### config.mk
export PLATFORM = sky130hd
export DESIGN_NAME = imem_boot_loader_flat
export DESIGN_NICKNAME = d
export VERILOG_FILES = /design/src/rtl/imem_boot_loader_if.sv /design/src/rtl/imem_boot_loader.sv /design/src/flat_wrapper.sv
export SDC_FILE = /design/constraint.sdc
export NUM_CORES = 1
export LEC_CHECK = 0
export ABC_CLOCK_PERIOD_IN_PS = 5040
export BUFFER_PORTS_ARGS = -buffer_cell sky130_fd_sc_hd__buf_2
export CAP_MARGIN = 20
export CORE_MARGIN = 2
export CORE_UTILIZATION = 50
export DETAILED_ROUTE_END_ITERATION = 8
export PLACE_DENSITY = 0.69
export SETUP_SLACK_MARGIN = 0.2
export SLEW_MARGIN = 0
export SYNTH_ARGS = -nofsm -noshare
export SYNTH_HDL_FRONTEND = slang
export SYNTH_SLANG_ARGS = --single-unit
### constraint.sdc
create_clock -name clk -period 5.04 [get_ports clk]
set_input_delay 1.512 -clock clk [delete_from_list [all_inputs] [get_ports clk]]
set_output_delay 1.512 -clock clk [all_outputs]
set_load 0.1 [all_outputs]
### src/rtl/imem_boot_loader_if.sv
// rtl/imem_boot_loader_if.sv - byte stream in and instruction-memory write port out
interface imem_boot_loader_if #(
    parameter int ADDR_W = 10
);
    logic              in_valid;
    logic [7:0]        in_data;
    logic              in_ready;
    logic              imem_we;
    logic [ADDR_W-1:0] imem_addr;
    logic [31:0]       imem_wdata;

    modport master (
        output in_valid, in_data,
        input  in_ready, imem_we, imem_addr, imem_wdata
    );

    modport slave (
        input  in_valid, in_data,
        output in_ready, imem_we, imem_addr, imem_wdata
    );
endinterface

### src/rtl/imem_boot_loader.sv
// rtl/imem_boot_loader.sv - loads a checksummed byte-stream image into imem, then releases the core
module imem_boot_loader #(
    parameter int IMEM_DEPTH = 1024,
    parameter int ADDR_W     = 10
) (
    input  logic              clk,
    input  logic              rst,
    imem_boot_loader_if.slave bus,
    output logic              core_rst_o,
    output logic              done_o,
    output logic              error_o,
    output logic [ADDR_W:0]   words_loaded_o
);
    typedef enum logic [2:0] {S_HDR, S_LOAD, S_CSUM, S_DONE, S_ERROR} state_t;

    localparam logic [31:0]     DEPTH_W = 32'(IMEM_DEPTH);
    localparam logic [ADDR_W:0] IDX_ONE = (ADDR_W+1)'(1);

    state_t            state_q, state_d;
    logic [1:0]        cnt_q, cnt_d;
    logic [23:0]       shift_q, shift_d;
    logic [ADDR_W:0]   n_q, n_d;
    logic [ADDR_W:0]   idx_q, idx_d;
    logic [31:0]       acc_q, acc_d;
    logic              we_q, we_d;
    logic [ADDR_W-1:0] addr_q, addr_d;
    logic [31:0]       wdata_q, wdata_d;
    logic              ready_q, ready_d;
    logic              done_q, done_d;
    logic              error_q, error_d;
    logic              accept;
    logic [31:0]       word;
    logic [ADDR_W:0]   idx_inc;

    always_ff @(posedge clk or negedge rst) begin
        if (!rst) begin
            state_q <= S_HDR;
            cnt_q   <= '0;
            shift_q <= '0;
            n_q     <= '0;
            idx_q   <= '0;
            acc_q   <= '0;
            we_q    <= 1'b0;
            addr_q  <= '0;
            wdata_q <= '0;
            ready_q <= 1'b0;
            done_q  <= 1'b0;
            error_q <= 1'b0;
        end else begin
            state_q <= state_d;
            cnt_q   <= cnt_d;
            shift_q <= shift_d;
            n_q     <= n_d;
            idx_q   <= idx_d;
            acc_q   <= acc_d;
            we_q    <= we_d;
            addr_q  <= addr_d;
            wdata_q <= wdata_d;
            ready_q <= ready_d;
            done_q  <= done_d;
            error_q <= error_d;
        end
    end

    always_comb begin
        state_d = state_q;
        cnt_d   = cnt_q;
        shift_d = shift_q;
        n_d     = n_q;
        idx_d   = idx_q;
        acc_d   = acc_q;
        we_d    = 1'b0;
        addr_d  = addr_q;
        wdata_d = wdata_q;
        accept  = bus.in_valid && ready_q;
        // The fourth byte completes the word straight from the bus; earlier bytes sit in shift_q.
        word    = {bus.in_data, shift_q};
        idx_inc = idx_q + IDX_ONE;

        if (accept) begin
            cnt_d   = cnt_q + 2'd1;
            shift_d = {bus.in_data, shift_q[23:8]};
            if (cnt_q == 2'd3) begin
                case (state_q)
                    S_HDR: begin
                        idx_d = '0;
                        acc_d = '0;
                        if (word > DEPTH_W) begin
                            state_d = S_ERROR;
                        end else begin
                            n_d     = word[ADDR_W:0];
                            state_d = (word == 32'd0) ? S_CSUM : S_LOAD;
                        end
                    end
                    S_LOAD: begin
                        we_d    = 1'b1;
                        addr_d  = idx_q[ADDR_W-1:0];
                        wdata_d = word;
                        idx_d   = idx_inc;
                        acc_d   = acc_q + word;
                        if (idx_inc == n_q) state_d = S_CSUM;
                    end
                    S_CSUM:  state_d = (word == acc_q) ? S_DONE : S_ERROR;
                    default: state_d = state_q;
                endcase
            end
        end

        // Flags are registered from the next state so they move on the deciding edge.
        ready_d = (state_d == S_HDR) || (state_d == S_LOAD) || (state_d == S_CSUM);
        done_d  = (state_d == S_DONE);
        error_d = (state_d == S_ERROR);
    end

    assign bus.in_ready   = ready_q;
    assign bus.imem_we    = we_q;
    assign bus.imem_addr  = addr_q;
    assign bus.imem_wdata = wdata_q;
    assign done_o         = done_q;
    assign error_o        = error_q;
    assign core_rst_o     = done_q;
    assign words_loaded_o = idx_q;
endmodule

### src/flat_wrapper.sv
// flat-port wrapper written by rule: the top's interface ports become plain ports
module imem_boot_loader_flat 
#(
    parameter int IMEM_DEPTH = 1024,
    parameter int ADDR_W     = 10
)
  (clk, rst, core_rst_o, done_o, error_o, words_loaded_o, bus_in_valid, bus_in_data, bus_in_ready, bus_imem_we, bus_imem_addr, bus_imem_wdata);
  imem_boot_loader_if #(.ADDR_W(ADDR_W)) bus_i ();
  input  logic clk;
  input  logic rst;
  output logic core_rst_o;
  output logic done_o;
  output logic error_o;
  output logic [ADDR_W:0] words_loaded_o;
  input wire logic [$bits(bus_i.in_valid)-1:0] bus_in_valid;
  input wire logic [$bits(bus_i.in_data)-1:0] bus_in_data;
  output wire logic [$bits(bus_i.in_ready)-1:0] bus_in_ready;
  output wire logic [$bits(bus_i.imem_we)-1:0] bus_imem_we;
  output wire logic [$bits(bus_i.imem_addr)-1:0] bus_imem_addr;
  output wire logic [$bits(bus_i.imem_wdata)-1:0] bus_imem_wdata;
  assign bus_i.in_valid = bus_in_valid;
  assign bus_i.in_data = bus_in_data;
  assign bus_in_ready = bus_i.in_ready;
  assign bus_imem_we = bus_i.imem_we;
  assign bus_imem_addr = bus_i.imem_addr;
  assign bus_imem_wdata = bus_i.imem_wdata;
  imem_boot_loader #(.IMEM_DEPTH(IMEM_DEPTH), .ADDR_W(ADDR_W)) u_core (.clk(clk), .rst(rst), .bus(bus_i), .core_rst_o(core_rst_o), .done_o(done_o), .error_o(error_o), .words_loaded_o(words_loaded_o));
endmodule
==> results of run 1 <==
-- worst register-to-register path: stages, from the launching register on --
cell and delay, ps:
dfrtp_1 430, ha_1 240, fa_1 430, a211oi_1 420, o21ai_1 200, nand4bb_1 270
a21oi_1 140, a221oi_1 420, a2111o_1 230, o211ai_1 80, a22o_1 200
-- cell type report --
type | count | area, um^2 | area share [%]
clock inverters | 11 | 176 | 2.14
inverters | 13 | 48.8 | 0.592
repair buffers | 75 | 440 | 5.34
well taps | 180 | 225 | 2.73
flip-flops and latches | 129 | 3230 | 39.2
clock buffers | 21 | 470 | 5.71
multi-input cells | 590 | 3660 | 44.3
-- synth_stat cells, types with 3 or more instances --
cell type,instances
nand2_1,196
dfrtp_1,129
o21ai_0,55
mux2_2,38
nor2_1,36
ha_1,33
clkbuf_1,29
a21oi_1,28
nor4_1,21
xnor2_1,19
xor2_1,18
o31ai_1,14
nand3_1,13
inv_1,12
a211oi_1,11
a21o_1,9
nor3_1,9
nand4_1,8
o21a_1,7
and3_1,6
or2_2,6
or3_1,6
buf_2,4
nand2b_1,4
o2111ai_1,4
o211ai_1,4
a2111oi_0,3
a31oi_1,3
and2_1,3
o21bai_1,3
-- how the worst max path moves through the flow --
stage / endpoint / slack [ps] / cells past startpoint
after detailed placement: u_core.error_o / 1100 / 9
after floorplan: u_core.acc_q[29] / 1580 / 8
final: u_core.error_o / 1380 / 9
after CTS: u_core.error_o / 1490 / 9
after global routing: u_core.core_rst_o / 1350 / 9
after global placement: u_core.error_o / 1190 / 9
-- metrics by stage --
stage	setup slack (ps)	instance area, um^2	util, %	hold slack [ps]	instances
after detailed placement	1100	7600	54.7	458	987
after global placement	1190	7570	54.5	454	986
after global routing	1350	8250	59.4	496	1019
final	1380	8250	59.4	468	1019
after CTS	1490	8250	59.4	473	1019
after floorplan	1580	7110	-	450	771
-- kinds of logic after synthesis --
family / share of synthesized area (%)
flip-flops: 45.4
multiplexers: 6.30
XOR/XNOR: 4.56
AND/OR/NAND/NOR: 19.3
AO/OA/AOI/OAI: 15.2
buffers and inverters: 3.17
adder cells (fa/ha/maj): 6.09
-- flip-flops by register name, indices dropped and copies added (netlist names) --
register               cells
u_core.shift_q            24
u_core.bus.imem_wdata     32
u_core.core_rst_o          1
u_core.bus.in_ready        1
u_core.error_o             1
u_core.n_q                11
u_core.words_loaded_o     11
u_core.bus.imem_we         1
u_core.cnt_q               2
u_core.state_q             3
u_core.bus.imem_addr      10
u_core.acc_q              32
-- metal layers --
layer  vias to the layer above  wire (um)  global-route usage, %  part of all wire (%)
li1                       2840          -                      -                     -
met5                         -          0                      0                     0
met2                       210       8720                   42.1                    47
met4                         0        631                   12.6                   3.4
met3                        42        914                   4.24                   5.0
met1                      2890       8150                   32.4                    44
==> key figures, run 1 <==
Outcome
  – Status: finished clean

Cells and area
  – Layout cells sized above 1: 19.2%
  – Most frequent cells in the layout: 195 x nand2_1, 129 x dfrtp_1, 67 x buf_2
  – Area grow syn2layout: 16.0%
  – Nets: 871
  – Filler Cell Count: 1228
  – Diode count: 0
  – Commonest non-fill, non-tap cell in the layout: nand2_1

Synthesis
  – Post-synthesis async set-or-reset flop share: 100%
  – Sequential share of the synthesized area: 45.4%
  – Main synth FF type: dfrtp_1
  – Syn Std Cell Area: 0.00711 mm^2
  – Net count after synthesis: 816
  – Yosys top cell area share: 45.4%
  – Seq cells post-synth: 129
  – Post-synth top area cell: dfrtp_1
  – Syn. warnings: 0
  – Post-Synthesis Cells: 771
  – Synth area leaders: dfrtp_1 45%, nand2_1 10%, mux2_2 6.0%, ha_1 5.8%, o21ai_0 3.9%
  – Number of synthesized flops with an enable pin: 0
  – Avg Cell Area, Syn: 9.22 um^2
  – Netlist cell types: 62

STA
  – Share of the clock period used by the worst path: 72.6%
  – Total negative slack: 0 ps
  – Crit path time final: 3660 ps
  – Clock skew: 8.84 ps
  – Final setup viols: 0
  – RSZ-0062 raised after global routing: no
  – Tightest Pin Transition: 1090 ps
  – Final hold vios: 0
  – Final Max Slew Viols: 0
  – Fmax: 273 MHz
  – Slew margin rel.: 27.6%

Placed design
  – Placer Congestion: 0.943
  – Port bufs: 68
  – Final HPWL DP: 12600 um

Clock network
  – Clock latency on the worst-skew pair: 420 ps
  – Post-cts resize count: 0
  – Clock Path Buffers: 2
  – Total CTS buffers: 17
  – CTS tree: yes
  – Post-CTS Setup Bufs: 0
  – CTS Root Cell: clkbuf_16
  – Clock sink count: 129
  – H-tree depth: 4
  – Cts hold-fix bufs: 0
  – Worst-path clk slew: 60 ps

Critical path
  – Worst path arrival time: 3960 ps
  – Worst setup SP type: input port
  – Reg2Reg Depth: 10
  – Worst reg2reg path startpoint: u_core.shift_q[0]
  – CP delay by family, top: compound AO/OA/AOI/OAI gates
  – Reg2reg setup slack: 1860 ps
  – Nature of the critical path endpoint: flip-flop
  – Buf/Inv on CP: 1
  – Crit-path max cell delay: 680 ps
  – Worst Path Max Fanout: 7
  – Worst-path cell chain: buf_2 -> ha_1 -> nor4_1 -> nand4_1 -> a2111oi_0 -> or2_2 -> a21oi_1 -> a41o_1 -> and3_1
  – Setup CP Type: input port to flip-flop
  – Slowest library cell on the worst path: a2111oi_0
  – Crit path from: bus_in_data[0]
  – Critical register-to-register path endpoint: u_core.acc_q[30]
  – Required time of the critical path: 5340 ps

GRT
  – Largest net degree at the start of global routing: 85
  – First-pass GRT wire length: 29600 um
  – GRT Util Overall: 25.5%
  – Vias in the first global route: 5887
  – Grt ovf: 0
  – Initial antenna violation count: 0

Routing
  – Post-Route WL: 18400 um
  – Detail Route Antenna Nets: 0
  – Via count: 5982
  – Post-DR vias/cell: 5.87
  – DR DRC count: 0
  – Drt pass-1 iters: 9
  – Wire per inst: 18.1 um
  – Initial DRC count: 515

Die
  – Die Y: 123 um
  – # rows: 43
  – IO Count: 69
  – Core ar.: 0.0139 mm^2
  – Initial Util: 51.2%
  – Die width: 123 um
  – DIE AREA: 0.0152 mm^2

Run
  – Maxcap violations: 0

Worst hold path
  – Hold/Removal Path Class: flip-flop to flip-flop
  – Hold Path Depth: 2
  – Worst Hold End: u_core.bus.imem_wdata[17]
  – Hold path startpoint: u_core.bus.imem_wdata[17]
Power of run 1 is left out: the tool's default activity adds up to more than one toggle a clock period on the data nets, which glitch-free logic cannot reach.
==> run 2, diff against run 1 <==
--- a/config.mk
+++ b/config.mk
@@ -5,7 +5,8 @@
 export SDC_FILE = /design/constraint.sdc
 export NUM_CORES = 1
 export LEC_CHECK = 0
-export ABC_CLOCK_PERIOD_IN_PS = 5040
+export ABC_AREA = 1
+export ABC_CLOCK_PERIOD_IN_PS = 3700
 export BUFFER_PORTS_ARGS = -buffer_cell sky130_fd_sc_hd__buf_2
 export CAP_MARGIN = 20
 export CORE_MARGIN = 2
==> constraint.sdc (replaced) <==
create_clock -name clk -period 3.7 [get_ports clk]
set_input_delay 1.11 -clock clk [delete_from_list [all_inputs] [get_ports clk]]
set_output_delay 1.11 -clock clk [all_outputs]
set_load 0.1 [all_outputs]
==> run 2 against run 1 <==
Compared with the run above:
- cell count rose by 18%
- critical path depth rose by 1
- register-to-register slack got worse by 640 ps
- global-route usage rose by 0.31 points
- worst hold slack improved by 8.2 ps
- sequential share of layout area fell by 0.77 points
- wire length rose by 4.8%
- critical endpoint is now u_core.n_q[2]
- highest routed layer unchanged
==> key figures, run 2 <==
GRT
  – GRT Util Overall: 25.8% (+0.31 points)
  – Vias in the first global route: 6402 (+8.7%)
  – Grt ovf: 0 (unchanged)
  – Largest net degree at the start of global routing: 67 (-21%)
  – Initial antenna violation count: 0 (unchanged)
  – First-pass GRT wire length: 32100 um (+8.2%)

Placed design
  – DP Area: 0.00777 mm^2 (+2.2%)
  – Port bufs: 68 (unchanged)
  – Final HPWL DP: 14200 um (+13%)
  – Placer Congestion: 0.888 (-5.8%)
  – Dpl ws: 610 ps (-488 ps)

Cells and area
  – Diode count: 0 (unchanged)
  – Final non-filler cell area: 0.00841 mm^2 (+2.0%)
  – Area grow syn2layout: 16.3%
  – Commonest non-fill, non-tap cell in the layout: nand2_1
  – Final core occ: 60.1% (+0.72 points)
  – Nets: 1052 (+21%)
  – Layout cells sized above 1: 13.4% (-5.8 points)
  – Most frequent cells in the layout: 260 x nand2_1, 129 x dfrtp_1, 126 x o21ai_0

Clock network
  – Total CTS buffers: 17 (unchanged)
  – H-tree depth: 4 (unchanged)
  – Clock latency on the worst-skew pair: 420 ps (about the same)
  – Worst-path clk slew: 60 ps (about the same)
  – Post-cts resize count: 0 (unchanged)
  – Clock sink count: 129 (unchanged)
  – Post-CTS Setup Bufs: 0 (unchanged)
  – CTS tree: yes
  – Clock Path Buffers: 2 (unchanged)
  – Cts hold-fix bufs: 0 (unchanged)
  – CTS Root Cell: clkbuf_16

Pwr
  – Lkg Pwr: 4.29 nW
  – VDD IR max: 0.361 mV
  – Power, Total: 5.34 mW
  – Pwr/cell area: 635 mW/mm^2

Die
  – DIE AREA: 0.0154 mm^2 (+1.7%)
  – IO Count: 69 (unchanged)
  – Core ar.: 0.0140 mm^2 (+0.78%)
  – Die width: 124 um (+0.84%)
  – Initial Util: 51.7% (+0.49 points)
  – # rows: 43 (unchanged)
  – Die Y: 124 um (+0.84%)

STA
  – Fmax: 375 MHz
  – Final setup viols: 0 (unchanged)
  – Share of the clock period used by the worst path: 72.1%
  – Slew margin rel.: 57.0% (+29 points)
  – Total negative slack: 0 ps (unchanged)
  – PnR worst setup slack: 1030 ps (-349 ps)
  – RSZ-0062 raised after global routing: no
  – Final hold vios: 0 (unchanged)
  – Clock skew: 10.5 ps (+1.64 ps)
  – Crit path time final: 2670 ps
  – Final Max Slew Viols: 0 (unchanged)
  – Tightest Pin Transition: 644 ps (-443 ps)

Routing
  – DR DRC count: 0 (unchanged)
  – Wire per inst: 16.1 um (-11%)
  – Detail Route Antenna Nets: 0 (unchanged)
  – Top Metal Used: met4
  – Routed metal-1 wire length: 8510 um (+4.5%)
  – Routed met3 length: 983 um (+7.5%)
  – Initial DRC count: 518 (+0.58%)
  – Post-Route WL: 19300 um (+4.8%)
  – Drt pass-1 iters: 5 (-4)
  – Met2 WL: 9440 um (+8.3%)
  – Via count: 6566 (+9.8%)
  – Post-DR vias/cell: 5.47 (-6.8%)

Synthesis
  – Simple-gate share of the synthesized area: 25.5% (+6.2 points)
  – Compound-Gate Fraction of Synth Area: 17.0% (+1.9 points)
  – Seq cells post-synth: 129 (unchanged)
  – Netlist cell types: 45 (-27%)
  – Mux share of post-synthesis cell area: 0.156% (-6.1 points)
  – Syn Std Cell Area: 0.00723 mm^2 (+1.7%)
  – Yosys top cell area share: 44.6% (-0.78 points)
  – Adder-cell share of the synthesized area: 5.99% (-0.10 points)
  – Main combinational cell family by area after synthesis: simple AND/OR/NAND/NOR gates
  – Net count after synthesis: 981 (+20%)
  – XOR/XNOR Fraction of Synth Area: 0.606% (-4.0 points)
  – Main synth FF type: dfrtp_1
  – Post-synthesis async set-or-reset flop share: 100% (unchanged)
  – Post-synth top area cell: dfrtp_1
  – Top-count cell post-synth: nand2_1
  – Syn. warnings: 0 (unchanged)
  – Most instantiated cells after synthesis: 260 x nand2_1, 129 x dfrtp_1, 126 x o21ai_0
  – Number of synthesized flops with an enable pin: 0 (unchanged)
  – Sequential share of the synthesized area: 44.6% (-0.78 points)
  – Avg Cell Area, Syn: 7.73 um^2 (-16%)
  – Synth area leaders: dfrtp_1 45%, nand2_1 13%, o21ai_0 8.7%, ha_1 5.7%, inv_1 4.6%
  – Post-Synthesis Cells: 936 (+21%)

Critical path
  – Required time of the critical path: 3970 ps (-1370 ps)
  – Worst setup SP type: input port
  – Most frequent CP cell: nand2_1
  – Slowest library cell on the worst path: nand3_1
  – Nature of the critical path endpoint: flip-flop
  – Worst-path cell chain: buf_2 -> inv_1 -> nand2_1 -> nor2_1 -> nand2_1 -> nor2_1 -> a21boi_0 -> nand3_1 -> nand2_1 -> o21ai_0
  – Worst path arrival time: 2940 ps (-1020 ps)
  – Worst Path Max Fanout: 22 (+15)
  – Setup CP Type: input port to flip-flop
  – Crit-path max cell delay: 520 ps (-160 ps)

Worst hold path
  – Hold/Removal Path Class: flip-flop to flip-flop

Outcome
  – Status: finished clean

Run
  – Maxcap violations: 0 (unchanged)
==> run 2: cell count changes after synthesis, sizes merged, moves of 13 or more <==
cell / previous run / this run
inv: 12 / 91
o21ai: 57 / 133
nand2: 196 / 270
nor2: 36 / 79
mux2: 38 / 1
a21oi: 30 / 59
nand3: 13 / 38
xnor2: 19 / 3
xor2: 18 / 2
o31ai: 14 / 0
nor4: 22 / 9
==> run 2: cell families (layout without fill, tap and decap cells) <==
kind of cell | after synthesis | in the layout
compound gates | 225 | 225
xor+xnor | 5 | 5
fa+ha+maj | 34 | 34
buf+inv | 116 | 200
flops | 129 | 129
mux | 1 | 1
simple gates | 426 | 426
==> run 2: layout make-up <==
| cell class | instances | area (um^2) |
|---|---|---|
| Fill cell | 1293 | 5580 |
| Multi-Input combinational cell | 691 | 3560 |
| Sequential cell | 129 | 3230 |
| Clock buffer | 21 | 470 |
| Timing Repair Buffer | 76 | 407 |
| Inverter | 92 | 345 |
| Tap cell | 180 | 225 |
| Clock inverter | 11 | 174 |
==> run 2: power by group <==
group	internal [mW]	total, mW	switching (mW)
Sequential	1.61	1.84	0.238
Clock	1.19	1.82	0.636
Combinational	0.404	1.67	1.27
Total	3.20	5.34	2.14
==> run 2: worst paths after layout <==
| check | depth (start not counted) | endpoint | slack, ps | from |
|---|---|---|---|---|
| max | 10 | u_core.n_q[2] | 1030 | bus_in_data[4] |
| min | 2 | u_core.bus.imem_addr[7] | 480 | u_core.bus.imem_addr[7] |
| max reg2reg | 13 | u_core.acc_q[20] | 1220 | u_core.acc_q[0] |
| min reg2reg | 2 | u_core.bus.imem_addr[7] | 480 | u_core.bus.imem_addr[7] |
| max in group asynchronous | 2 | u_core.shift_q[20] | 2270 | rst |
| min in group asynchronous | 1 | u_core.acc_q[0] | 670 | rst |
==> run 2: worst max-delay path: cells and delay by family <==
family | cells | cell delay, ps
AOI/OAI and AO/OA | 2 | 420
buffers and inverters | 2 | 210
and+or+nand+nor | 6 | 1190
==> run 2: metrics by stage <==
stage                     instances  hold WS, ps
after floorplan                 936          453
after global placement         1168          461
after detailed placement       1168          468
after CTS                      1200          483
after global routing           1200          496
final                          1200          477
==> run 2: metal layers <==
layer,vias up,track usage [%]
li1,3266,-
met2,172,43.8
met3,32,5.07
met4,0,7.40
met1,3096,33.5
met5,-,0
(Power assumes the default switching activity.)
